$ cat src/rtl/sifive_insight_tl_pkg.sv
// Shared TileLink D-channel types and beat arithmetic for the Insight D-user capture monitor.
package sifive_insight_tl_pkg;

  typedef enum logic [2:0] {
    TL_ACCESS_ACK      = 3'd0,
    TL_ACCESS_ACK_DATA = 3'd1,
    TL_HINT_ACK        = 3'd2,
    TL_GRANT           = 3'd4,
    TL_GRANT_DATA      = 3'd5,
    TL_RELEASE_ACK     = 3'd6
  } tl_d_opcode_e;

  // Burst tracker state; exported on the capture block's debug port.
  typedef enum logic {
    B_IDLE  = 1'b0,
    B_BURST = 1'b1
  } burst_state_e;

  localparam int DEF_USER_W   = 4;
  localparam int DEF_SOURCE_W = 4;
  localparam int DEF_BEAT_W   = 8;

  // Record layout at the default widths.
  typedef struct packed {
    logic [2:0]              opcode;
    logic [DEF_SOURCE_W-1:0] source;
    logic [DEF_USER_W-1:0]   user;
    logic [DEF_BEAT_W-1:0]   beats;
    logic                    denied;
    logic                    corrupt;
  } d_user_rec_t;

  // Only data-carrying responses larger than one bus beat span several beats.
  function automatic int unsigned beats_for(input logic [2:0] opcode,
                                            input int unsigned size,
                                            input int unsigned beat_lg2);
    if ((opcode == TL_ACCESS_ACK_DATA || opcode == TL_GRANT_DATA) && size > beat_lg2)
      return 32'd1 << (size - beat_lg2);
    return 32'd1;
  endfunction

endpackage

$ cat src/rtl/sifive_insight_sync_fifo.sv
// Single-clock FIFO with occupancy count; head entry reads as zero while empty.
module sifive_insight_sync_fifo #(
  parameter int DEPTH = 8,
  parameter int W     = 8,
  parameter int LVL_W = $clog2(DEPTH) + 1
) (
  input  logic             clock,
  input  logic             reset,
  input  logic             push,
  input  logic [W-1:0]     push_data,
  input  logic             pop,
  output logic [W-1:0]     pop_data,
  output logic             full,
  output logic             empty,
  output logic [LVL_W-1:0] level
);

  localparam int AW = $clog2(DEPTH);

  logic [W-1:0]  mem [DEPTH];
  logic [AW-1:0] wr_ptr;
  logic [AW-1:0] rd_ptr;

  assign full     = (level == LVL_W'(DEPTH));
  assign empty    = (level == '0);
  assign pop_data = empty ? '0 : mem[rd_ptr];

  // Storage carries no reset; empty gating keeps the output clean.
  always_ff @(posedge clock) begin
    if (push) mem[wr_ptr] <= push_data;
  end

  always_ff @(posedge clock) begin
    if (reset) begin
      wr_ptr <= '0;
      rd_ptr <= '0;
      level  <= '0;
    end else begin
      if (push) wr_ptr <= wr_ptr + 1'b1;
      if (pop)  rd_ptr <= rd_ptr + 1'b1;
      case ({push, pop})
        2'b10:   level <= level + 1'b1;
        2'b01:   level <= level - 1'b1;
        default: level <= level;
      endcase
    end
  end

endmodule

$ cat src/rtl/sifive_insight_tl_d_user_capture.sv
// Passive TileLink D-channel monitor collapsing each message into one buffered record.
// Optional per-record timestamp enabled by defining INSIGHT_D_USER_TIMESTAMP_EN.
module sifive_insight_tl_d_user_capture
  import sifive_insight_tl_pkg::*;
#(
  parameter int USER_W   = 4,
  parameter int SOURCE_W = 4,
  parameter int SIZE_W   = 3,
  parameter int BEAT_LG2 = 2,
  parameter int BEAT_W   = 8,
  parameter int DEPTH    = 8,
  parameter int CNT_W    = 16,
  parameter int TS_W     = 32,
  parameter int LVL_W    = $clog2(DEPTH) + 1
) (
  input  logic                clock,
  input  logic                reset,
  input  logic                enable,
  input  logic                d_valid,
  input  logic                d_ready,
  input  logic [2:0]          d_opcode,
  input  logic [SOURCE_W-1:0] d_source,
  input  logic [SIZE_W-1:0]   d_size,
  input  logic [USER_W-1:0]   d_user,
  input  logic                d_denied,
  input  logic                d_corrupt,
  output logic                out_valid,
  input  logic                out_ready,
  output logic [2:0]          out_opcode,
  output logic [SOURCE_W-1:0] out_source,
  output logic [USER_W-1:0]   out_user,
  output logic [BEAT_W-1:0]   out_beats,
  output logic                out_denied,
  output logic                out_corrupt,
`ifdef INSIGHT_D_USER_TIMESTAMP_EN
  output logic [TS_W-1:0]     out_ts,
`endif
  output logic [LVL_W-1:0]    level,
  output logic [CNT_W-1:0]    drop_count,
  output burst_state_e        fsm_state
);

  typedef struct packed {
    logic [2:0]          opcode;
    logic [SOURCE_W-1:0] source;
    logic [USER_W-1:0]   user;
    logic [BEAT_W-1:0]   beats;
    logic                denied;
    logic                corrupt;
`ifdef INSIGHT_D_USER_TIMESTAMP_EN
    logic [TS_W-1:0]     ts;
`endif
  } rec_t;

  // Handshake: a D beat fires on d_valid&d_ready (observed only); a record
  // leaves the FIFO on out_valid&out_ready and out_* hold while stalled.
  logic fire;
  logic pop;
  logic push;
  logic push_req;
  logic drop;
  logic full;
  logic empty;
  logic last;
  logic [BEAT_W-1:0] total;
  rec_t cur_rec;
  rec_t head_rec;
  logic cur_en;

  // Fields latched from the first beat of a multi-beat message.
  logic [BEAT_W-1:0]   remaining;
  logic [2:0]          h_opcode;
  logic [SOURCE_W-1:0] h_source;
  logic [USER_W-1:0]   h_user;
  logic [BEAT_W-1:0]   h_beats;
  logic                h_denied;
  logic                h_corrupt;
  logic                h_en;

`ifdef INSIGHT_D_USER_TIMESTAMP_EN
  logic [TS_W-1:0] ts_cnt;
  logic [TS_W-1:0] h_ts;

  always_ff @(posedge clock) begin
    if (reset) ts_cnt <= '0;
    else       ts_cnt <= ts_cnt + 1'b1;
  end
`endif

  assign fire  = d_valid & d_ready;
  assign total = BEAT_W'(beats_for(d_opcode, 32'(d_size), BEAT_LG2));

  always_comb begin
    cur_rec = '0;
    cur_en  = 1'b0;
    last    = 1'b0;
    if (fsm_state == B_IDLE) begin
      cur_rec.opcode  = d_opcode;
      cur_rec.source  = d_source;
      cur_rec.user    = d_user;
      cur_rec.beats   = total;
      cur_rec.denied  = d_denied;
      cur_rec.corrupt = d_corrupt;
`ifdef INSIGHT_D_USER_TIMESTAMP_EN
      cur_rec.ts      = ts_cnt;
`endif
      cur_en          = enable;
      last            = (total == BEAT_W'(1));
    end else begin
      cur_rec.opcode  = h_opcode;
      cur_rec.source  = h_source;
      cur_rec.user    = h_user;
      cur_rec.beats   = h_beats;
      cur_rec.denied  = h_denied | d_denied;
      cur_rec.corrupt = h_corrupt | d_corrupt;
`ifdef INSIGHT_D_USER_TIMESTAMP_EN
      cur_rec.ts      = h_ts;
`endif
      cur_en          = h_en;
      last            = (remaining == BEAT_W'(1));
    end
  end

  // A full FIFO still accepts the record when the head leaves the same cycle.
  assign pop      = out_valid & out_ready;
  assign push_req = fire & last & cur_en;
  assign push     = push_req & (~full | pop);
  assign drop     = push_req & full & ~pop;

  always_ff @(posedge clock) begin
    if (reset) begin
      fsm_state <= B_IDLE;
      remaining <= '0;
      h_opcode  <= '0;
      h_source  <= '0;
      h_user    <= '0;
      h_beats   <= '0;
      h_denied  <= 1'b0;
      h_corrupt <= 1'b0;
      h_en      <= 1'b0;
`ifdef INSIGHT_D_USER_TIMESTAMP_EN
      h_ts      <= '0;
`endif
    end else if (fire) begin
      case (fsm_state)
        B_IDLE: begin
          if (total != BEAT_W'(1)) begin
            fsm_state <= B_BURST;
            remaining <= total - 1'b1;
            h_opcode  <= d_opcode;
            h_source  <= d_source;
            h_user    <= d_user;
            h_beats   <= total;
            h_denied  <= d_denied;
            h_corrupt <= d_corrupt;
            h_en      <= enable;
`ifdef INSIGHT_D_USER_TIMESTAMP_EN
            h_ts      <= ts_cnt;
`endif
          end
        end
        B_BURST: begin
          remaining <= remaining - 1'b1;
          h_denied  <= h_denied | d_denied;
          h_corrupt <= h_corrupt | d_corrupt;
          if (remaining == BEAT_W'(1)) fsm_state <= B_IDLE;
        end
        default: fsm_state <= B_IDLE;
      endcase
    end
  end

  always_ff @(posedge clock) begin
    if (reset)                          drop_count <= '0;
    else if (drop && drop_count != '1)  drop_count <= drop_count + 1'b1;
  end

  sifive_insight_sync_fifo #(
    .DEPTH (DEPTH),
    .W     ($bits(rec_t)),
    .LVL_W (LVL_W)
  ) u_fifo (
    .clock     (clock),
    .reset     (reset),
    .push      (push),
    .push_data (cur_rec),
    .pop       (pop),
    .pop_data  (head_rec),
    .full      (full),
    .empty     (empty),
    .level     (level)
  );

  assign out_valid   = ~empty;
  assign out_opcode  = head_rec.opcode;
  assign out_source  = head_rec.source;
  assign out_user    = head_rec.user;
  assign out_beats   = head_rec.beats;
  assign out_denied  = head_rec.denied;
  assign out_corrupt = head_rec.corrupt;
`ifdef INSIGHT_D_USER_TIMESTAMP_EN
  assign out_ts      = head_rec.ts;
`endif

endmodule

$ cat config.mk
export PLATFORM = sky130hd
export DESIGN_NAME = sifive_insight_tl_d_user_capture
export DESIGN_NICKNAME = d
export VERILOG_FILES = /design/src/rtl/sifive_insight_tl_pkg.sv /design/src/rtl/sifive_insight_sync_fifo.sv /design/src/rtl/sifive_insight_tl_d_user_capture.sv
export SDC_FILE = /design/constraint.sdc
export NUM_CORES = 1
export LEC_CHECK = 0
export ABC_AREA = 0
export CAP_MARGIN = 40
export CORE_ASPECT_RATIO = 1.4
export CORE_UTILIZATION = 60
export DETAILED_ROUTE_END_ITERATION = 12
export GPL_TIMING_DRIVEN = 0
export PLACE_DENSITY = 0.8
export SYNTH_ARGS = -nofsm -noshare
export SYNTH_HDL_FRONTEND = slang
export SYNTH_HIERARCHICAL = 1
export SYNTH_SLANG_ARGS = --single-unit
$ cat constraint.sdc
create_clock -name clock -period 17.3 [get_ports clock]
set_clock_uncertainty 0.1 [all_clocks]
set_input_delay 4.325 -clock clock [delete_from_list [all_inputs] [get_ports clock]]
set_output_delay 4.325 -clock clock [all_outputs]
set_load 0.02 [all_outputs]
==> summary.md <==
The synthesized netlist contains 72 unique library cells. Data on the critical path arrives at its endpoint at 9.50 ns. The capture endpoint of the worst hold path is h_beats[5]. The count of warnings emitted by yosys is 6, and the final max-slew violation count is 0. The startpoint identified for the worst hold timing path is h_beats[5].

The repair_antennas step left the layout with diodes totalling 0. Among all flip-flop cells after synthesis, the most frequent one is edfxtp_1. In this run, post-CTS hold repair placed 0 buffers. The number of violations reported at the end of detailed-routing iteration 0 came out at 397. The wire length of the first global-routing pass is 34.9 mm.

For this run, the detailed router's first-pass iteration total came to 5. The number of resized instances in the post-cts repair step was 0. Layout overhead on the synthesized area: 18.4%. The run gives 79.2 uV as the worst vdd rail ir drop.

The post-CTS repair timing setup buffer count was 0. The die covers 0.0171 mm^2. The max-cap check violation count is 0, and the share of the cycle needed by the critical path after routing is 54.3%. In the synthesized netlist the async set-or-reset flop fraction comes to 0%. Input and output buffers added on the ports amount to 62. The run gives 72.8% as the core utilization of the finished layout. The boundary pin count was 65. Setup repair after global routing left no endpoint under its margin. The clock-pin slew reported for the worst setup and hold paths after clock tree synthesis is 0.06 ns, and the largest net degree at the start of global routing is 16. The share of the synthesized area in compound gates (AO/OA/AOI/OAI) is 5.25%. The library cell used most frequently in the layout, excluding fill and tap cells, is edfxtp_1. The arithmetic-cell share of the synthesized area counting full adders, half adders and majority gates is 1.51%, and the total power divided by cell area is 118 mW/mm^2. Routed wire length per instance: 23.0 um. At the end of routability-driven placement, the weighted congestion stood at 0.900. The final hold violation count was 0; the residual antenna-violating net count after detailed routing was 0. At the pin with the least slew margin, the transition time is 0.897 ns. TritonCTS built the clock tree. Once the floorplan was initialized, standard cells occupied 61.5% of the core. The logs give 1 for the H-tree level count and 62.8% for the share of the yosys chip area belonging to registers.

The run gives 0 ns as the sum of negative setup slack. The die is 111 um wide. The count of filler cells inserted in the layout was 970. The startpoint identified for the worst register-to-register timing path is remaining[3]. Of all nets on the critical path, the largest fanout is 10. The number of synthesized flops with an enable pin is 168.

The endpoint of the lowest-slack register-to-register path is u_fifo/mem[0][6]. The initialized floorplan defines 55 standard-cell rows. The detailed placer's ending HPWL is 15.4 mm, and the simple logic cell fraction of the synthesized area is 10.2%.

The cell area after synthesis is 0.00995 mm^2. The critical path is of the in -> reg type. The sort of element at the end of the critical path is a flip-flop. Flop and latch count out of synthesis: 228. Counting cells, the worst reg-to-reg path comes to 11. The clock period could shrink to 9.40 ns. The die outline height was 154 um. The worst pin sits at a relative slew slack of 39.6%. The flow ran to the end, and the final reports show no timing, DRC or antenna violations. Maximum buffer depth of the clock tree: 3.

After detailed routing, the number of remaining DRC violations is 0. The tools report the top achievable clock speed as 106 MHz. The top cell types in the final layout, fill and taps aside, are edfxtp_1 (168), nor2_1 (62), clkdlybuf4s50_1 (62), dfxtp_1 (60), mux2i_1 (47).

After detailed routing, the total wire length is 22.8 mm. The total overflow reported by the global router was 0. The total global routing track utilization is 26.7%. Mean area per synthesized cell: 14.7 um^2.

The tools report the number of global-route vias before repair as 6613. The tree is rooted in a clkbuf_16. After synthesis, the largest family of logic cells by area is multiplexers. The number of setup violations in the final report was 0. The share of final-layout standard cells stronger than drive strength 1 was 18.8%; the TritonCTS buffer count was 22. The worst-case register-to-register setup slack is 13.04 ns. The core region is 0.0162 mm^2. The logs give 677 for the cell count after synthesis and 0 for the initial antenna violation count. Summed over all cells, the static leakage comes to 3.98 nW.

Number of instances on the worst hold path: 2. After the last flow step, the layout net total stands at 810. The type of the most critical hold path is reg -> reg.

The clock sink total is 228, and the mean number of vias per cell is 6.36. Synthesis produced a netlist with a net count of 711. The overall via count from detail_route was 6299; the required time of the critical path was 17.40 ns. For the worst-skew pair, the clock arrives at the later sink with an insertion delay of 0.50 ns.

Critical path startpoint category: an input port. Of the post-synthesis cell area, the part taken by muxes is 16.4%. Of the total synthesized cell area, the portion taken by XOR and XNOR cells is 0.792%.
-- routing by layer --
metal	up-vias	track usage [%]	part of all wire (%)
met2	323	49.0	54
met5	-	0	0
met4	0	12.5	3.6
li1	2817	-	-
met1	3089	30.5	36
met3	70	4.04	6.7
-- how the worst max path moves through the flow --
| stage | slack (ns) | cells past startpoint | start | to |
|---|---|---|---|---|
| 6_report | 7.90 | 19 | d_size[2] | u_fifo/mem[0][6] |
| 5_1_grt | 7.48 | 19 | d_size[2] | u_fifo/mem[0][1] |
| 4_1_cts | 7.91 | 19 | d_size[2] | u_fifo/mem[0][6] |
| 3_5_place_dp | 7.45 | 19 | d_size[2] | u_fifo/mem[0][6] |
| 3_3_place_gp | 5.59 | 16 | d_size[2] | u_fifo/mem[0][6] |
| 2_1_floorplan | 7.69 | 16 | d_size[1] | u_fifo/mem[0][0] |
-- critical path: stages --
cell and delay (ns):
clkdlybuf4s50_1 0.47, inv_1 0.09, ha_1 0.34, clkbuf_1 0.34
nand2b_1 0.16, nor3_1 0.17, nor2_1 0.11, inv_1 0.13
ha_1 0.21, or2b_1 0.23, a21oi_1 0.22, a21oi_2 0.20
buf_6 0.18, a2111oi_0 0.63, buf_1 0.25, nand2b_1 0.23
nor3_2 0.74, buf_6 0.25, buf_4 0.20
-- report_power, final --
part	leakage (nW)	total [W]	switching [W]	internal, W
combinational	1.59	0.000282	0.000149	0.000134
sequential	2.01	0.000601	0.00000660	0.000594
clock	0.376	0.000503	0.000196	0.000307
total	3.98	0.00139	0.000351	0.00104
-- layout make-up --
type / count / area (um^2) / area share [%]
buffer: 40 / 272 / 2.31
clock buffer: 36 / 699 / 5.94
inverter: 9 / 33.8 / 0.287
timing repair buffer: 75 / 778 / 6.61
clock inverter: 4 / 76.3 / 0.648
sequential: 228 / 6250 / 53.0
tap: 199 / 249 / 2.11
multi-input combinational: 400 / 3420 / 29.1
-- Yosys cell counts (all sizes together) (2+ instances only) --
cell      n  area [um^2]
edfxtp  168         5040
nor2     68          255
dfxtp    60         1200
mux2i    47          470
mux4     42          946
nand2    32          120
a21oi    24          124
buf      22          191
mux2     19          214
o21ai    19         95.1
clkbuf   16         61.3
ha       12          150
nand4    10         68.8
inv       9         33.8
nand2b    9         56.3
nor3      9         45.0
nor4      9         71.3
nor2b     8         50.1
or3       8         50.1
nor4b     7         73.8
xor2      7         61.3
nand3     6         30.0
o31ai     6         45.0
or2       5         31.3
or4       5         41.3
a211oi    3         22.5
a21o      3         22.5
a31oi     3         18.8
and4      3         26.3
o211ai    3         22.5
and2      2         12.5
and3      2         12.5
nor3b     2         15.0
o211a     2         20.0
o41ai     2         17.5
or3b      2         17.5
or4b      2         20.0
xnor2     2         17.5
-- kinds of logic after synthesis --
group,after synthesis
AOI/OAI and AO/OA,80
xor gates and xnor gates,9
adders and majority gates,12
buffers and inverters,49
DFF,228
muxes,108
and+or+nand+nor,191
-- registers in the layout (all words and copies together), names as in the netlist, named ones only --
signal and flops:
h_opcode 3, drop_count 16, fsm_state 1, u_fifo/mem 168
u_fifo/rd_ptr 3, u_fifo/level 4, h_beats 8, h_denied 1
h_user 4, remaining 8, h_source 4, u_fifo/wr_ptr 3
h_corrupt 1, h_en 1
-- metrics by stage --
step	hold slack, ns	area [um^2]	std cells	total power (W)	worst slack [ns]
floorplan	0.336	9950	677	0.000795	7.69
global placement	0.344	10800	938	0.000882	5.59
global route	0.390	11800	991	0.00143	7.48
finish	0.364	11800	991	0.00139	7.90
CTS	0.363	11800	990	0.00139	7.91
detailed placement	0.350	11000	950	0.000894	7.45
Power figures use the tool's default switching activity.
